## config.mk

```make
export PLATFORM = sky130hd
export DESIGN_NAME = bcd_digit_editor
export DESIGN_NICKNAME = d
export VERILOG_FILES = /design/src/rtl/bcd_digit_editor.sv
export SDC_FILE = /design/constraint.sdc
export NUM_CORES = 1
export LEC_CHECK = 0
export CAP_MARGIN = 20
export CORE_ASPECT_RATIO = 0.7
export CORE_MARGIN = 10
export CORE_UTILIZATION = 45
export DETAILED_ROUTE_END_ITERATION = 10
export GPL_ROUTABILITY_DRIVEN = 0
export PLACE_DENSITY = 0.68
export SLEW_MARGIN = 20
export SYNTH_ARGS = -nofsm -noshare
export SYNTH_HDL_FRONTEND = slang
export SYNTH_SLANG_ARGS = --single-unit
export TNS_END_PERCENT = 10
```

## constraint.sdc

```tcl
create_clock -name clk -period 3.6 [get_ports clk]
set_clock_uncertainty 0.2 [all_clocks]
set_input_delay 0.72 -clock clk [delete_from_list [all_inputs] [get_ports clk]]
set_output_delay 0.72 -clock clk [all_outputs]
set_load 0.01 [all_outputs]
```

## src/rtl/bcd_digit_editor.sv

```systemverilog
// bcd_digit_editor: key-driven editor for a packed BCD value, one digit at a time.
// Latency: every key, load or enable action is visible one clock after it is sampled.
// Backpressure: none; key flags are single-cycle events that are acted on or dropped.
//
// Optional feature macro: AUTO_REPEAT_EN (auto-repeat of a held inc/dec key).
//
// Ports:
//   clk, rst                 rising-edge clock, synchronous active-high reset
//   en                       editing enable; low abandons an edit and blocks entry
//   load, data_in            overwrite the committed value (and shadow) directly
//   key_{inc,dec,sel,ok}_*   key_filter outputs: change pulse (_flag) and level (_state, 0 = pressed)
//   data_out, data_out_vld   committed value and its one-cycle commit pulse
//   editing                  high while an edit is in progress
//   digit_sel                one-hot active digit (MSB = bit DIGITS-1), zero when not editing

module bcd_digit_editor #(
  parameter int unsigned         DIGITS        = 4,
  parameter logic [4*DIGITS-1:0] DIGIT_MAX     = 16'h5959,
  parameter int unsigned         TIMEOUT       = 250_000_000,
  parameter int unsigned         REPEAT_DELAY  = 25_000_000,
  parameter int unsigned         REPEAT_PERIOD = 10_000_000
) (
  input  logic                  clk,
  input  logic                  rst,
  input  logic                  en,
  input  logic                  load,
  input  logic [4*DIGITS-1:0]   data_in,
  input  logic                  key_inc_flag,
  input  logic                  key_inc_state,
  input  logic                  key_dec_flag,
  input  logic                  key_dec_state,
  input  logic                  key_sel_flag,
  input  logic                  key_sel_state,
  input  logic                  key_ok_flag,
  input  logic                  key_ok_state,
  output logic [4*DIGITS-1:0]   data_out,
  output logic                  data_out_vld,
  output logic                  editing,
  output logic [DIGITS-1:0]     digit_sel
);

  localparam int unsigned TO_W = (TIMEOUT > 2) ? $clog2(TIMEOUT) : 1;
  localparam logic [TO_W-1:0] TO_LAST = TO_W'(TIMEOUT - 1);
  localparam logic [DIGITS-1:0] SEL_MSB = DIGITS'(1) << (DIGITS - 1);

  typedef enum logic {IDLE, EDIT} state_t;

  state_t                state_q, state_nxt;
  logic [4*DIGITS-1:0]   shadow_q, shadow_step;
  logic [4*DIGITS-1:0]   data_out_q;
  logic                  vld_q;
  logic [DIGITS-1:0]     sel_q, sel_rot;
  logic [TO_W-1:0]       to_cnt_q;

  // Press events only; release events (flag with state high) are ignored here.
  logic inc_press, dec_press, sel_press, ok_press;
  assign inc_press = key_inc_flag & ~key_inc_state;
  assign dec_press = key_dec_flag & ~key_dec_state;
  assign sel_press = key_sel_flag & ~key_sel_state;
  assign ok_press  = key_ok_flag  & ~key_ok_state;

  logic is_edit;
  assign is_edit = (state_q == EDIT);

  // Cycles where the edit continues and the inc/dec slot is not pre-empted by
  // a higher-priority event.
  logic step_slot;
  assign step_slot = is_edit & ~load & en & ~ok_press & ~sel_press;

  logic rep_fire;  // auto-repeat step this cycle
  logic rep_up;    // direction of that step: 1 = increment

`ifdef AUTO_REPEAT_EN
  localparam int unsigned REP_MAX = (REPEAT_DELAY > REPEAT_PERIOD) ? REPEAT_DELAY : REPEAT_PERIOD;
  localparam int unsigned REP_W   = (REP_MAX > 2) ? $clog2(REP_MAX) : 1;
  localparam logic [REP_W-1:0] REP_DLY_LAST = REP_W'(REPEAT_DELAY - 1);
  localparam logic [REP_W-1:0] REP_PER_LAST = REP_W'(REPEAT_PERIOD - 1);

  logic             rep_vld_q;    // a single key is being tracked since its press
  logic             rep_dir_q;    // tracked key: 1 = inc, 0 = dec
  logic             rep_first_q;  // still waiting for the initial delay
  logic [REP_W-1:0] rep_cnt_q;
  logic             rep_held, rep_other_up, rep_live, rep_wrap, stay_edit;

  assign rep_held     = rep_dir_q ? ~key_inc_state : ~key_dec_state;
  assign rep_other_up = rep_dir_q ?  key_dec_state :  key_inc_state;
  // A fresh inc/dec press restarts (or cancels) tracking instead of stepping twice.
  assign rep_live     = is_edit & rep_vld_q & rep_held & rep_other_up & ~inc_press & ~dec_press;
  assign rep_wrap     = (rep_cnt_q == (rep_first_q ? REP_DLY_LAST : REP_PER_LAST));
  assign rep_fire     = rep_live & rep_wrap;
  assign rep_up       = rep_dir_q;
  assign stay_edit    = is_edit & (state_nxt == EDIT);

  always_ff @(posedge clk) begin
    if (rst || !stay_edit) begin
      rep_vld_q   <= 1'b0;
      rep_dir_q   <= 1'b0;
      rep_first_q <= 1'b0;
      rep_cnt_q   <= '0;
    end else if (inc_press || dec_press) begin
      // Arm only for a lone press that actually stepped the digit and whose
      // partner key is not already held.
      rep_vld_q   <= step_slot & (inc_press ^ dec_press) &
                     (inc_press ? key_dec_state : key_inc_state);
      rep_dir_q   <= inc_press;
      rep_first_q <= 1'b1;
      rep_cnt_q   <= '0;
    end else if (!rep_live) begin
      rep_vld_q   <= 1'b0;
    end else if (rep_wrap) begin
      rep_first_q <= 1'b0;
      rep_cnt_q   <= '0;
    end else begin
      rep_cnt_q   <= rep_cnt_q + 1'b1;
    end
  end
`else
  assign rep_fire = 1'b0;
  assign rep_up   = 1'b0;
`endif

  logic step_evt, step_inc, step_dec, timeout_hit;
  assign step_evt    = inc_press | dec_press | rep_fire;
  // Simultaneous inc and dec presses cancel each other but still count as activity.
  assign step_inc    = (inc_press & ~dec_press) | (~inc_press & ~dec_press & rep_fire & rep_up);
  assign step_dec    = (dec_press & ~inc_press) | (~inc_press & ~dec_press & rep_fire & ~rep_up);
  assign timeout_hit = (to_cnt_q == TO_LAST) & ~step_evt;

  function automatic logic [3:0] digit_up(input logic [3:0] d, input logic [3:0] mx);
    return (d >= mx) ? 4'd0 : d + 4'd1;
  endfunction

  function automatic logic [3:0] digit_down(input logic [3:0] d, input logic [3:0] mx);
    return ((d == 4'd0) || (d > mx)) ? mx : d - 4'd1;
  endfunction

  // Only the selected digit moves; all others pass through untouched.
  always_comb begin
    shadow_step = shadow_q;
    for (int i = 0; i < DIGITS; i++) begin
      if (sel_q[i]) begin
        if (step_inc) begin
          shadow_step[4*i +: 4] = digit_up(shadow_q[4*i +: 4], DIGIT_MAX[4*i +: 4]);
        end else if (step_dec) begin
          shadow_step[4*i +: 4] = digit_down(shadow_q[4*i +: 4], DIGIT_MAX[4*i +: 4]);
        end
      end
    end
  end

  // Rotate one place toward the LSB, wrapping from the LSB back to the MSB.
  assign sel_rot = (sel_q >> 1) | (DIGITS'(sel_q[0]) << (DIGITS - 1));

  // ---------------- FSM: state register ----------------
  always_ff @(posedge clk) begin
    if (rst) begin
      state_q <= IDLE;
    end else begin
      state_q <= state_nxt;
    end
  end

  // ---------------- FSM: next state ----------------
  always_comb begin
    state_nxt = state_q;
    unique case (state_q)
      IDLE: begin
        if (!load && en && sel_press) begin
          state_nxt = EDIT;
        end
      end
      EDIT: begin
        if (load || !en || ok_press) begin
          state_nxt = IDLE;
        end else if (!sel_press && timeout_hit) begin
          state_nxt = IDLE;
        end
      end
      default: state_nxt = IDLE;
    endcase
  end

  // ---------------- FSM: outputs ----------------
  always_comb begin
    editing      = is_edit;
    digit_sel    = is_edit ? sel_q : '0;
    data_out     = data_out_q;
    data_out_vld = vld_q;
  end

  // ---------------- datapath ----------------
  always_ff @(posedge clk) begin
    if (rst) begin
      data_out_q <= '0;
      shadow_q   <= '0;
      vld_q      <= 1'b0;
      sel_q      <= '0;
      to_cnt_q   <= '0;
    end else begin
      vld_q <= 1'b0;
      if (load) begin
        data_out_q <= data_in;
        shadow_q   <= data_in;
        sel_q      <= '0;
        to_cnt_q   <= '0;
      end else if (!is_edit) begin
        to_cnt_q <= '0;
        if (en && sel_press) begin
          shadow_q <= data_out_q;
          sel_q    <= SEL_MSB;
        end
      end else if (!en) begin
        sel_q    <= '0;
        to_cnt_q <= '0;
      end else if (ok_press) begin
        data_out_q <= shadow_q;
        vld_q      <= 1'b1;
        sel_q      <= '0;
        to_cnt_q   <= '0;
      end else if (sel_press) begin
        sel_q    <= sel_rot;
        to_cnt_q <= '0;
      end else if (step_evt) begin
        shadow_q <= shadow_step;
        to_cnt_q <= '0;
      end else if (timeout_hit) begin
        // Abandon: data_out stays, shadow is reloaded on the next entry.
        sel_q    <= '0;
        to_cnt_q <= '0;
      end else begin
        to_cnt_q <= to_cnt_q + 1'b1;
      end
    end
  end

endmodule
```

# Word level (Yosys, flattened, before mapping)
# Cells that the tools add are included.
[word_totals]
reg_bits = 66
wordCells = 131
in_bits = 28
[op_classes]
bitwise_logic = 18
n_mux = 44
n_eq_ne = 12
magnitude_cmp = 8
n_reduce_logical = 31
n_addsub = 9
[ops]
columns = ["cell", "n"]
rows = [
  ["16-bit two-way mux", 11],
  ["4-bit two-way mux", 28],
  ["28-bit by 1-bit adder with 28-bit output, second input constant", 1],
  ["28-bit equality test, second input constant", 1],
  ["7-bit AND reduction", 4],
  ["4-bit by 1-bit adder with 4-bit output, second input constant", 4],
  ["4-bit logical NOT", 4],
  ["4-bit by 1-bit subtractor with 4-bit output, second input constant", 4],
  ["3-bit by 2-bit inequality test with 1-bit output, second input constant", 5],
  ["3-bit inequality test, second input constant", 3],
  ["1-bit inverter", 9],
  ["4-bit by 3-bit >= comparator with 1-bit output, second input constant", 2],
  ["4-bit >= comparator, second input constant", 2],
  ["4-bit by 3-bit > comparator with 1-bit output, second input constant", 2],
  ["4-bit > comparator, second input constant", 2],
  ["2-bit nonzero test", 4],
  ["8-bit OR reduction", 1],
  ["1-bit bitwise AND", 7],
  ["1-bit logical OR", 6],
  ["3-bit AND reduction", 2],
  ["5-bit by 2-bit inequality test with 1-bit output, second input constant", 1],
  ["5-bit inequality test, second input constant", 1],
  ["1-bit logical AND", 4],
  ["1-bit two-way mux", 4],
  ["other kinds (8)", 10],
]

# Depth between registers and ports, before layout
[depth]
depth_word = 13
depth_mapped = 10
depth_no_buf = 8

# Worst setup path before layout
# Ideal clock, no wire load.
[synth_timing]
path_type = "input port to flip-flop"
startpoint = "input port key_inc_state"
endpoint = "register shadow_q[13]"
setup_time_ns = 0.086
path_stages = 10
slack_ns = 1.049
arrival_ns = 2.266
n_path_buf = 2
cell_sequence = "nand2b_1 -> inv_1 -> ha_1 -> buf_2 -> clkbuf_1 -> nand3b_1 -> a21o_1 -> a311oi_1 -> a21oi_1 -> a211oi_1"
[synth_via]
elab_chain_cells = 11
elab_cells_between_ends = 17
[synth_rtl]
columns = ["element", "line", "text"]
rows = [
  ["start: declaration", "29", "input logic key_inc_state,"],
  ["1-bit inverter (*)", "57", "assign inc_press = key_inc_flag & ~key_inc_state;"],
  ["1-bit bitwise AND (*)", "57", ""],
  ["1-bit bitwise AND", "125", "assign step_inc = (inc_press & ~dec_press) | (~inc_press & ~dec_press & rep_fire & rep_up);"],
  ["4-bit two-way mux", "142", "if (step_inc) begin"],
  ["4-bit two-way mux", "141", "if (sel_q[i]) begin"],
  ["16-bit two-way mux", "223", "end else if (step_evt) begin"],
  ["16-bit two-way mux", "220", "end else if (sel_press) begin"],
  ["16-bit two-way mux", "215", "end else if (ok_press) begin"],
  ["16-bit two-way mux", "212", "end else if (!en) begin"],
  ["16-bit two-way mux", "206", "end else if (!is_edit) begin"],
  ["16-bit two-way mux", "201", "if (load) begin"],
  ["end signal: assignment", "203", "shadow_q <= data_in;"],
  ["end signal: assignment", "209", "shadow_q <= data_out_q;"],
  ["end signal: assignment", "224", "shadow_q <= shadow_step;"],
  ["end: declaration", "49", "logic [4*DIGITS-1:0] shadow_q, shadow_step;"],
]
# Every way passes the cells marked *; elsewhere a longest branch is shown, timed or not. The select of a mux whose other input is x is not followed.
# A chain may end at the register's enable or synchronous reset.

# Final worst setup path
[layout_timing]
startpoint = "input port key_dec_state"
endpoint = "register shadow_q[3]"
[layout_via]
elab_chain_cells = 12
elab_cells_between_ends = 17
[layout_rtl]
columns = ["element", "line", "text"]
rows = [
  ["start: declaration", "31", "input logic key_dec_state,"],
  ["1-bit inverter (*)", "58", "assign dec_press = key_dec_flag & ~key_dec_state;"],
  ["1-bit bitwise AND (*)", "58", ""],
  ["1-bit inverter", "-", ""],
  ["1-bit bitwise AND", "125", ""],
  ["4-bit two-way mux", "142", ""],
  ["4-bit two-way mux", "141", ""],
  ["16-bit two-way mux", "223", ""],
  ["16-bit two-way mux", "220", ""],
  ["16-bit two-way mux", "215", ""],
  ["16-bit two-way mux", "212", ""],
  ["16-bit two-way mux", "206", ""],
  ["16-bit two-way mux", "201", ""],
]
# Marks and branches as above.

==> flow_summary.toml <==
[status]
outcome = "finished clean"

[placed_design]
dp_hpwl_mm = 7.80
placed_area_um2 = 4700
port_buffers = 49
pre_cts_ws_ns = 0.483

[finish]
diodes = 0
areaGrowthSynthToFinish_pct = 19.9
nNetsFinal = 606
final_layout_size_suffix_gt1_share_pct = 5.63
final_area_um2 = 4970

[timing]
finalCritPeriodShare_pct = 77.5
min_period_ns = 2.79
rsz0062_at_grt = "no"
finalSetupTns_ns = 0
slew_headroom_pct = 38.6
finalMaxSlewViolations = 0
fmax_ghz = 0.359
setup_viol = 0
layout_setup_ws_ns = 0.811
final_hold_viol_count = 0
fin_hold_ws_ns = 0.275
worst_pin_slew_ns = 0.921

[global_routing]
grt_first_pass_wirelength_mm = 17.9
grt_max_degree = 65
first_global_vias = 3576
overflow = 0
grt_use_total_pct = 16.1
grt_antenna_before_repair = 0

[synth]
synth.most_common_cell = "nor2_1"
ys_seq_elements = 66
synth-compound-area-share_pct = 19.8
synth_fa_ha_area_share_pct = 4.53
synthXorXnorAreaFrac_pct = 5.50
synth_top_area_share_pct = 31.9
syn-num-nets = 572
synth_top_family_by_area = "simple AND/OR/NAND/NOR gates"
synth_commonest_cells = "nor2_1 (93), dfxtp_1 (66), a21oi_1 (31), nand2_1 (31), clkbuf_1 (24)"
syn_inst = 529
synth_flop_cell = "dfxtp_1"
ys_seq_area_share_pct = 31.9
muxShareOfSynthArea_pct = 3.38
async_flop_share_pct = 0
synth-edff-count = 0
synthTopCellsByArea = "dfxtp_1 (32%), nor2_1 (8.4%), ha_1 (4.5%)"
ys_types = 61
yosys_warnings = 0
avgSynthCellArea_um2 = 7.83
synth_simple_gate_area_share_pct = 29.5
synth.largest_area_cell = "dfxtp_1"
syn_area_um2 = 4140

[pwr]
p_int_uw = 1380
p_clk_share_pct = 41.9
power_frac_seq_pct = 42.6
p_comb_share_pct = 15.5
ir_drop_v = 0.000202
p_sw_uw = 507
leakage_uw = 0.00177
powerDensity_nw_per_um2 = 380
switching_share_pct = 26.8

[clock_network]
cts.repair.resized = 0
clockRootBuffer = "clkbuf_16"
hold_buffers = 0
cts_buffers = 9
cts_sinks = 66
cts_buffer_depth = 2
htree_num_levels = 3
cts_tree = "done"
post-cts-setup-buffer-count = 0
path_clk_slew_ns = 0.05
clk_latency_ns = 0.34

[route]
drc = 0
final_antenna_net_count = 0
viasPerCell = 5.64
wire_per_inst_um = 15.7
drt_pass1_iterations = 5
drtIter0Drc = 349
vias = 3902
routed_wl_mm = 10.9

[critical_path]
crit_buf_inv = 1
endpoint_kind = "register"
crit_required_ns = 3.60
slowest_delay_ns = 0.46
crit_path_max_fanout = 5
cp_cell_sequence = "clkdlybuf4s50_1, nand2b_1, ha_1, and2_1, a311oi_1, or2_2, a2111oi_0, a211oi_1"
critical_path_class = "in2reg"
cp-start-kind = "input port"
critPathTopFamily = "simple AND/OR/NAND/NOR gates"
slowest_stage = "a2111oi_0"
worstPathArrival_ns = 2.79

[flow_run]
max_cap_viol_count = 0

[floorplanning]
die_x_um = 135
rows = 29
ios = 50
die_y_um = 100
dieArea_um2 = 13500
core_area_um2 = 9030
start_util_pct = 45.8

[hold_path]
hold_path.class = "reg2reg"
cell usage in the layout, fill, tap and decap left out, types with 9 or more instances in the layout:
cell type         n
nor2_1           93
dfxtp_1          66
clkdlybuf4s50_1  48
a21oi_1          31
nand2_1          31
inv_1            21
xnor2_1          20
nand3_1          17
a211oi_1         17
ha_1             15
mux2i_1          14
nor3_1           14
nor3b_1          12
nand2b_1         11
o21ai_0           9
clkbuf_16         9
cells by family (layout without fill, tap and decap cells):
logic type | after synthesis | after routing
adders and majority gates | 15 | 15
buffers and inverters | 56 | 95
AOI/OAI and AO/OA | 115 | 115
muxes | 14 | 14
and+or+nand+nor | 237 | 237
DFF | 66 | 66
xor gates and xnor gates | 26 | 26
state kept, by name, indices dropped and copies added (netlist names):
register	flops
data_out	16
data_out_vld	1
editing	1
sel_q	4
shadow_q	16
to_cnt_q	28
cell type report:
| class | instances | area [um2] |
|---|---|---|
| clock buffer | 13 | 250 |
| clock inverter | 3 | 15.0 |
| fill | 852 | 4070 |
| inverter | 22 | 82.6 |
| multi-input combinational | 407 | 2600 |
| sequential | 66 | 1320 |
| tap | 124 | 155 |
| timing repair buffer | 57 | 546 |
power groups by stage:
stage / combinational [uW] / clock [uW] / sequential (uW)
after floorplan: 205 / 0 / 799
after global placement: 283 / 0 / 817
after detailed placement: 290 / 0 / 819
after CTS: 292 / 806 / 804
after global routing: 326 / 842 / 811
final: 292 / 791 / 805
path summary, 6_finish.rpt:
check	start	cells past startpoint	slack, ns	endpoint
worst max-delay path	key_dec_state	8	0.81	shadow_q[3]
worst min-delay path	to_cnt_q[0]	1	0.28	to_cnt_q[0]
worst max register to register	to_cnt_q[7]	5	0.95	to_cnt_q[9]
worst min register to register	to_cnt_q[0]	1	0.28	to_cnt_q[0]
through the flow:
stage               power [uW]  utilization (%)  cells
finish                    1890             55.0    692
global route              1980             55.0    692
CTS                       1900             55.0    692
detailed placement        1110             52.0    676
global placement          1100             52.0    676
floorplan                 1000                -    529
metal layers:
| metal | up-vias | GRT usage [%] | wire (um) |
|---|---|---|---|
| li1 | 1971 | - | - |
| met1 | 1829 | 21.5 | 5210 |
| met2 | 94 | 24.4 | 4920 |
| met3 | 8 | 5.54 | 655 |
| met4 | 0 | 3.50 | 79 |
| met5 | - | 0 | 0 |
No activity file was read; power rests on OpenSTA's default activity.
